==> config.mk <==
export PLATFORM = sky130hd
export DESIGN_NAME = exec_unit
export DESIGN_NICKNAME = d
export VERILOG_FILES = /design/src/rtl/definitions.sv /design/src/rtl/exec_mul_seq.sv /design/src/rtl/exec_unit.sv
export SDC_FILE = /design/constraint.sdc
export NUM_CORES = 1
export LEC_CHECK = 0
export CAP_MARGIN = 15
export CORE_MARGIN = 8
export CORE_UTILIZATION = 45
export CTS_CLUSTER_SIZE = 8
export DETAILED_ROUTE_END_ITERATION = 6
export GPL_ROUTABILITY_DRIVEN = 0
export HOLD_SLACK_MARGIN = 0.1
export PLACE_DENSITY = 0.67
export SLEW_MARGIN = 20
export SYNTH_ARGS = -nofsm -noshare
export SYNTH_HDL_FRONTEND = slang
export SYNTH_SLANG_ARGS = --single-unit
export TNS_END_PERCENT = 100
==> constraint.sdc <==
create_clock -name clk -period 5.6 [get_ports clk]
set_clock_uncertainty 0.2 [all_clocks]
set_input_delay 1.12 -clock clk [delete_from_list [all_inputs] [get_ports clk]]
set_output_delay 1.12 -clock clk [all_outputs]
set_load 0.05 [all_outputs]
==> src/rtl/definitions.sv <==
// Shared R.O.E. datapath definitions.
// ALU op codes, execute-unit states and flag bundle.
package definitions;

  typedef enum logic [3:0] {
    ADD     = 4'b0000,
    SUB     = 4'b0001,
    SHIFTL  = 4'b0010,
    SHIFTR  = 4'b0011,
    SLB     = 4'b0100,
    BNZ     = 4'b0101,
    ALU_SLT = 4'b0110,
    ALU_XOR = 4'b0111,
    ALU_AND = 4'b1000,
    ALU_OR  = 4'b1001,
    MUL     = 4'b1010,
    ROTL    = 4'b1011
  } alu_code;

  typedef enum logic [1:0] {
    IDLE = 2'd0,
    CALC = 2'd1,
    HOLD = 2'd2
  } exec_state_t;

  typedef struct packed {
    logic zero;
    logic carry;
    logic branch;
    logic illegal;
  } exec_flags_t;

endpackage

==> src/rtl/exec_mul_seq.sv <==
// Iterative shift-add multiplier, one multiplier bit per cycle.
// done is high in the cycle whose edge retires the last bit.
module exec_mul_seq #(
  parameter int W = 8
) (
  input  logic           clk,
  input  logic           rst_n,
  input  logic           start,
  input  logic [W-1:0]   a,
  input  logic [W-1:0]   b,
  output logic           done,
  output logic [2*W-1:0] prod
);

  localparam int CW = $clog2(W);

  logic           busy;
  logic [CW-1:0]  cnt;
  logic [2*W-1:0] acc;
  logic [2*W-1:0] mcand;
  logic [W-1:0]   mplier;
  logic [2*W-1:0] acc_nx;

  assign acc_nx = mplier[0] ? acc + mcand : acc;
  assign done   = busy && (cnt == '0);
  assign prod   = acc_nx;

  always_ff @(posedge clk or negedge rst_n) begin
    if (!rst_n) begin
      busy   <= 1'b0;
      cnt    <= '0;
      acc    <= '0;
      mcand  <= '0;
      mplier <= '0;
    end else if (start) begin
      busy   <= 1'b1;
      cnt    <= CW'(W - 1);
      acc    <= '0;
      mcand  <= {{W{1'b0}}, a};
      mplier <= b;
    end else if (busy) begin
      acc    <= acc_nx;
      mcand  <= mcand << 1;
      mplier <= mplier >> 1;
      cnt    <= cnt - 1'b1;
      if (cnt == '0)
        busy <= 1'b0;
    end
  end

endmodule

==> src/rtl/exec_unit.sv <==
// Handshaked execute unit: single-cycle ALU ops plus iterative MUL.
// Result and flags are registered and held until consumed.
module exec_unit
  import definitions::*;
#(
  parameter int W    = 8,
  parameter int SH_W = $clog2(W)
) (
  input  logic         clk,
  input  logic         rst_n,
  input  logic         in_valid,
  output logic         in_ready,
  input  logic [3:0]   op,
  input  logic [W-1:0] a,
  input  logic [W-1:0] b,
  output logic         out_valid,
  input  logic         out_ready,
  output logic [W-1:0] result,
  output logic         zero,
  output logic         carry,
  output logic         branch_taken,
  output logic         illegal
);

  exec_state_t state, state_nx;
  logic [W-1:0] res_q;
  exec_flags_t  flg_q;

  logic accept, is_mul, mul_done;
  logic [2*W-1:0] prod;

  logic [SH_W-1:0] sh;
  logic [W:0]      sum, diff;
  logic [2*W-1:0]  rot;
  logic [W-1:0]    alu_res;
  logic            alu_c, alu_ill, br;
  exec_flags_t     alu_flg, mul_flg;

  assign in_ready  = (state == IDLE) ||
                     (state == HOLD && out_ready);
  assign out_valid = (state == HOLD);
  assign accept    = in_valid && in_ready;
  assign is_mul    = (op == MUL);

  exec_mul_seq #(.W(W)) u_mul (
    .clk   (clk),
    .rst_n (rst_n),
    .start (accept && is_mul),
    .a     (a),
    .b     (b),
    .done  (mul_done),
    .prod  (prod)
  );

  assign sh   = b[SH_W-1:0];
  assign sum  = {1'b0, a} + {1'b0, b};
  assign diff = {1'b0, a} - {1'b0, b};
  // upper half of {a,a} shifted left is a rotated left
  assign rot  = {a, a} << sh;
  assign br   = (op == BNZ) && (a != '0);

  always_comb begin
    alu_res = '0;
    alu_c   = 1'b0;
    alu_ill = 1'b0;
    unique case (1'b1)
      op == SLB:     alu_res = {a[W-1:4], b[3:0]};
      op == ADD: begin
        alu_res = sum[W-1:0];
        alu_c   = sum[W];
      end
      op == SUB: begin
        alu_res = diff[W-1:0];
        alu_c   = diff[W];
      end
      op == SHIFTL:  alu_res = a << sh;
      op == SHIFTR:  alu_res = a >> sh;
      op == ROTL:    alu_res = rot[2*W-1:W];
      op == BNZ:     alu_res = a;
      op == ALU_SLT: alu_res = {{(W-1){1'b0}},
                       $signed(a) < $signed(b)};
      op == ALU_XOR: alu_res = a ^ b;
      op == ALU_AND: alu_res = a & b;
      op == ALU_OR:  alu_res = a | b;
      op == MUL:     alu_res = '0;
      default:       alu_ill = 1'b1;
    endcase
  end

  assign alu_flg = '{zero: alu_res == '0, carry: alu_c,
                     branch: br, illegal: alu_ill};
  assign mul_flg = '{zero: prod[W-1:0] == '0,
                     carry: |prod[2*W-1:W],
                     branch: 1'b0, illegal: 1'b0};

  always_comb begin
    state_nx = state;
    unique case (state)
      IDLE: if (accept) state_nx = is_mul ? CALC : HOLD;
      CALC: if (mul_done) state_nx = HOLD;
      HOLD: if (out_ready)
              state_nx = !accept ? IDLE :
                         is_mul  ? CALC : HOLD;
      default: state_nx = IDLE;
    endcase
  end

  always_ff @(posedge clk or negedge rst_n) begin
    if (!rst_n) begin
      state <= IDLE;
      res_q <= '0;
      flg_q <= '0;
    end else begin
      state <= state_nx;
      if (accept && !is_mul) begin
        res_q <= alu_res;
        flg_q <= alu_flg;
      end else if (mul_done) begin
        res_q <= prod[W-1:0];
        flg_q <= mul_flg;
      end
    end
  end

  assign result       = res_q;
  assign zero         = flg_q.zero;
  assign carry        = flg_q.carry;
  assign branch_taken = flg_q.branch;
  assign illegal      = flg_q.illegal;

endmodule

==> results of run 1 <==
==> kinds of logic after synthesis <==
family | synth area share (%)
and+or+nand+nor | 17.52
xor gates and xnor gates | 2.784
DFF | 27.13
buffers and inverters | 5.918
muxes | 12.09
AOI/OAI and AO/OA | 23.14
adders and majority gates | 11.42
==> per-layer routing <==
| layer | track usage, % | wire length (µm) | share of wire (%) |
|---|---|---|---|
| met5 | 0 | 0 | 0 |
| met4 | 9.670 | 512 | 3.5 |
| met3 | 3.655 | 917 | 6.3 |
| met2 | 27.84 | 6422 | 44 |
| met1 | 25.06 | 6701 | 46 |
==> registers in the layout, indices dropped and copies added (netlist names) <==
| name | cells |
|---|---|
| illegal | 1 |
| u_mul.cnt | 3 |
| u_mul.mplier | 8 |
| zero | 1 |
| branch_taken | 1 |
| u_mul.busy | 1 |
| state | 2 |
| u_mul.mcand | 16 |
| result | 8 |
| u_mul.acc | 16 |
| carry | 1 |
==> power breakdown <==
group	internal (µW)	total [µW]	switching, µW
combinational	631	1460	824
sequential	587	778	191
clock	302	473	171
==> cell usage in the layout, fill, tap and decap left out, types with 5 or more instances in the layout <==
cell type and n:
a22oi_1 5, nor2_1 71, o31ai_1 5, xor2_1 6, a211oi_1 15, a31oi_1 8, mux4_2 8, nand2_1 59
nor2b_1 7, nor4_1 7, a21o_1 5, xnor2_1 11, clkbuf_16 9, dfrtp_1 57, clkdlybuf4s50_1 36, nor3_1 7
nand3_1 18, nand2b_1 8, or3_1 5, ha_1 44, o21ai_0 35, mux2_2 5, mux2i_1 41, a21oi_1 48
o211ai_1 10, buf_4 12, inv_1 35
==> stage by stage <==
stage | setup slack, ps | cell area (µm²) | utilization, %
final | 1388 | 6056 | 51.27
after global placement | 1250 | 5804 | 49.14
after detailed placement | 1117 | 5804 | 49.14
after global routing | 1161 | 6056 | 51.27
after floorplan | 2194 | 5349 | -
after CTS | 1450 | 6056 | 51.27
==> path summary, 6_finish.rpt <==
path,startpoint,endpoint,slack (ps),depth (start not counted)
max,b[2],zero$_DFFE_PN0P_,1390,11
min,illegal$_DFFE_PN0P_,illegal$_DFFE_PN0P_,290,2
max reg2reg,u_mul.mcand[0]$_DFFE_PN0P_,carry$_DFFE_PN0P_,2440,10
min reg2reg,illegal$_DFFE_PN0P_,illegal$_DFFE_PN0P_,290,2
max in group asynchronous,rst_n,u_mul.busy$_DFF_PN0_,3930,2
min in group asynchronous,rst_n,u_mul.mplier[3]$_DFFE_PN0P_,750,2
==> layout make-up <==
type                    count  area, µm²
multi-input cells         502       3581
well taps                 147      183.9
inverters                  35      131.4
clock inverters             1      5.005
clock buffers              12      246.5
flip-flops and latches     58       1453
fillers                  1124       5756
repair buffers             49      455.4
==> worst min-delay path, cell delays in order (launching register included) <==
cell,delay [ps]
dfrtp_1,350
nand2_1,50
o21ai_0,60
==> results.cfg, run 1 <==
[critical_path]
path_class = input port to flip-flop
end_kind = flip-flop
crit_path_start_kind = input port
crit_buf_inv = 2
crit_top_cell = nor2_1
critPathMaxFanout = 15
critical-path-top-delay-family = compound AO/OA/AOI/OAI gates
arrival_ps = 4270
slowest_stage = clkdlybuf4s50_1
crit_chain = clkdlybuf4s50_1 > inv_1 > ha_1 > a21o_1 > a21oi_1 > nor2_1 > a211o_1 > a211oi_1 > nand4_1 > nor2_1 > a31o_1
cp.required_ps = 5660
cpPeakStageDelay_ps = 770

[floorplanning]
ioPinCount = 38
die_x_um = 125.0
initial_utilization_pct = 45.29
die_h_um = 125.0
num_rows = 40
core_mm2 = 0.01181
dieArea_mm2 = 0.01563

[logic_synthesis]
synthTopCellsByArea = dfrtp_1 (27%), ha_1 (10%), mux2i_1 (7.7%)
ys_seq_area_share_pct = 27.13
synth_cell_types = 69
netlist.area_leader.share_pct = 27.13
yosys_warnings = 0
yosysMostFrequentCell = nor2_1
async_flop_share_pct = 100.0
syn-num-nets = 709
netlist_instances = 638
yosys-top-cells-count = nor2_1 (71), nand2_1 (59), dfrtp_1 (58)
postSynthAreaPerCell_um2 = 8.384
synth.cell_area_mm2 = 0.005349
synth-seq-cells = 58
synth_flop_cell = dfrtp_1
synth-edff-count = 0
yosys.area.top_type = dfrtp_1

[hold_path]
hp-class = flip-flop to flip-flop

[clock_tree]
cts_sinks = 58
clockBufferDepth = 2
tritoncts = yes
clk_pin_slew_worst_paths_ps = 50
clk_latency_ps = 330
cts-root-buf = clkbuf_16
cts_hold_buf = 0
post_cts_buffers = 0
numCtsBuffers = 9
cts.repair.resized = 0
htreeDepth = 3

[timing]
worst_slew_pin_slew_ps = 1099
hold_viol = 0
finalSetupTns_ps = 0
relSlewSlack_pct = 26.71
hold_ws_ps = 292.5
post-route-min-period_ps = 4212
rsz0062_at_grt = no
report.final.slew_viol_count = 0
fin_crit_sh_pct = 75.21
finalSetupViolations = 0
fmax_mhz = 237.4

[finish]
finalNonFillerCells = 804
drive_above_1_share_pct = 7.458
antenna_cells = 0
area_delta_synth_final_pct = 13.22
nets = 726

[grt]
grt_pass1_vias = 4656
grt_use_total_pct = 18.66
grt_pass1_wl_um = 23980
grt_max_degree = 59
antenna_found_initial = 0
overflow = 0

[detailed_routing]
first_iter_violations = 617
drc = 0
postRouteAntennaNets = 0
route.vias.total = 4924
viasPerCell = 6.124
dr.pass1.iters = 5
finalWirelength_um = 14550
wl_per_cell_um = 18.10

[job]
cap_violations = 0

[outcome]
status = finished, final reports clean

[place]
dp.cells = 791
io_buffers = 37
dp_hpwl_um = 10800

[pwr]
leakage_uw = 0.002623
power_density_mw_per_mm2 = 447.0
ir_worst_vdd_mv = 0.1659
power_uw = 2707
Note: power is estimated with default switching activity, not from simulation.
==> run 2, diff against run 1 <==
==> constraint.sdc (replaced) <==
create_clock -name clk -period 4.25 [get_ports clk]
set_clock_uncertainty 0.2 [all_clocks]
set_input_delay 0.85 -clock clk [delete_from_list [all_inputs] [get_ports clk]]
set_output_delay 0.85 -clock clk [all_outputs]
set_load 0.05 [all_outputs]
==> run 2 against run 1 <==
Effect of this change:
- the run now ends with design-rule violations left
- count of clock-buffer cells in the layout is 1 higher
- non-clock buffer count is 11 higher
- first-iteration DRC count is 5.5% lower
- critical path depth stayed put
- power is 38% higher
- global-route usage is 0.94 points higher
- sequential power is 26% higher
- via count is 2.5% higher
- critical path type unchanged
- critical endpoint unchanged
==> results.cfg, run 2 (same netlist as run 1, synthesis figures left out) <==
[clock_tree]
cts-root-buf = clkbuf_16
clk_latency_ps = 330
cts_sinks = 58
numCtsBuffers = 9
tritoncts = yes
htreeDepth = 3
cts.repair.resized = 0
clk_pin_slew_worst_paths_ps = 50
cts_hold_buf = 0
clockBufferDepth = 2
post_cts_buffers = 0

[critical_path]
crit_start = a[0]
crit_path_start_kind = input port
arrival_ps = 3760
timing.rr.end = carry$_DFFE_PN0P_
crit_chain = clkdlybuf4s50_1 > ha_1 > fa_1 > a21o_1 > a21oi_1 > nor2_1 > a211o_1 > a211oi_1 > nand4_1 > nor2_1 > a31o_1
r2r_start = u_mul.mcand[0]$_DFFE_PN0P_
critPathMaxFanout = 9
crit_top_cell = nor2_1
r2r_slack_ps = 1010
crit_end = zero$_DFFE_PN0P_
cp.required_ps = 4310
slowest_stage = clkdlybuf4s50_1
cpPeakStageDelay_ps = 570
path_class = input port to flip-flop
reg2reg_depth = 10
end_kind = flip-flop

[hold_path]
hp-class = flip-flop to flip-flop
hp-start = illegal$_DFFE_PN0P_

[grt]
antenna_found_initial = 0
grt_pass1_wl_um = 25330
grt_pass1_vias = 4872
overflow = 0
grt_use_total_pct = 19.60
grt_max_degree = 48

[timing]
report.final.slew_viol_count = 0
finalSetupTns_ps = 0
hold_viol = 0
worst_slew_pin_slew_ps = 942.3
rsz0062_at_grt = no
fmax_mhz = 270.2
finalSetupViolations = 0
post-route-min-period_ps = 3701
fin_crit_sh_pct = 87.09
relSlewSlack_pct = 37.18

[finish]
nets = 737
seq_area_mm2 = 0.001453
area_delta_synth_final_pct = 15.77
antenna_cells = 0
drive_above_1_share_pct = 9.403
nFillCells = 1109
layout_commonest_cell = nor2_1
reg_top3 = u_mul.acc (16), u_mul.mcand (16)
final_cell_mix = nor2_1 (71), nand2_1 (59), dfrtp_1 (57), a21oi_1 (48), ha_1 (44)
finalNonFillerCells = 817
multi_input_area_mm2 = 0.003581

[place]
dp.cells = 802
dp_hpwl_um = 11440
io_buffers = 37

[job]
cap_violations = 0

[floorplanning]
num_rows = 40
die_h_um = 125.0
die_x_um = 125.0
ioPinCount = 38
core_mm2 = 0.01181
initial_utilization_pct = 45.29
dieArea_mm2 = 0.01563

[detailed_routing]
drc = 14
viasPerCell = 6.177
postRouteAntennaNets = 0
finalWirelength_um = 15260
dr.pass1.iters = 7
route.vias.total = 5047
first_iter_violations = 583
wl_per_cell_um = 18.68

[outcome]
failed_checks = design-rule violations
status = finished with violations

[pwr]
leakage_uw = 0.002703
power_density_mw_per_mm2 = 602.4
ir_worst_vdd_mv = 0.2604
-- run 2: how the worst min path moves through the flow --
stage | to | slack, ps | cells past startpoint
after floorplan | u_mul.mplier[7]$_DFFE_PN0P_ | 270 | 2
final | illegal$_DFFE_PN0P_ | 300 | 2
after detailed placement | illegal$_DFFE_PN0P_ | 280 | 2
after CTS | illegal$_DFFE_PN0P_ | 290 | 2
after global routing | illegal$_DFFE_PN0P_ | 310 | 2
after global placement | illegal$_DFFE_PN0P_ | 270 | 2
-- run 2: power breakdown --
part | internal [µW] | switching (µW)
Clock | 497 | 242
Combinational | 837 | 1170
Sequential | 774 | 209
Total | 2110 | 1620
-- run 2: critical path, delay by kind of cell --
| kind | cells | cell delay [ps] |
|---|---|---|
| adders and majority gates | 2 | 730 |
| AOI/OAI and AO/OA | 5 | 1260 |
| and+or+nand+nor | 3 | 340 |
| buffers and inverters | 1 | 570 |
-- run 2: metrics by stage --
stage	setup slack (ps)	power (µW)	utilization, %	area [µm²]	hold WS [ps]
5_1_grt	357.8	4015	52.43	6192	309.3
6_report	548.5	3730	52.43	6192	300.9
4_1_cts	611.4	3736	52.43	6192	294.6
2_1_floorplan	1114	2487	-	5349	268.6
3_5_place_dp	278.8	2973	49.84	5887	283.1
3_3_place_gp	390.1	2905	49.84	5887	270.0
-- run 2: cell type report --
type | instances | share of cell area [%]
tap | 147 | 2.970
inverter | 35 | 2.122
timing repair buffer | 60 | 8.689
clock buffer | 13 | 4.365
sequential | 58 | 23.46
clock inverter | 2 | 0.5658
multi-input combinational | 502 | 57.83
-- run 2: metal layers --
| metal | GRT usage (%) | wire length, µm |
|---|---|---|
| met1 | 25.77 | 6787 |
| met2 | 31.45 | 6999 |
| met3 | 3.230 | 1024 |
| met4 | 7.808 | 452 |
| met5 | 0 | 0 |
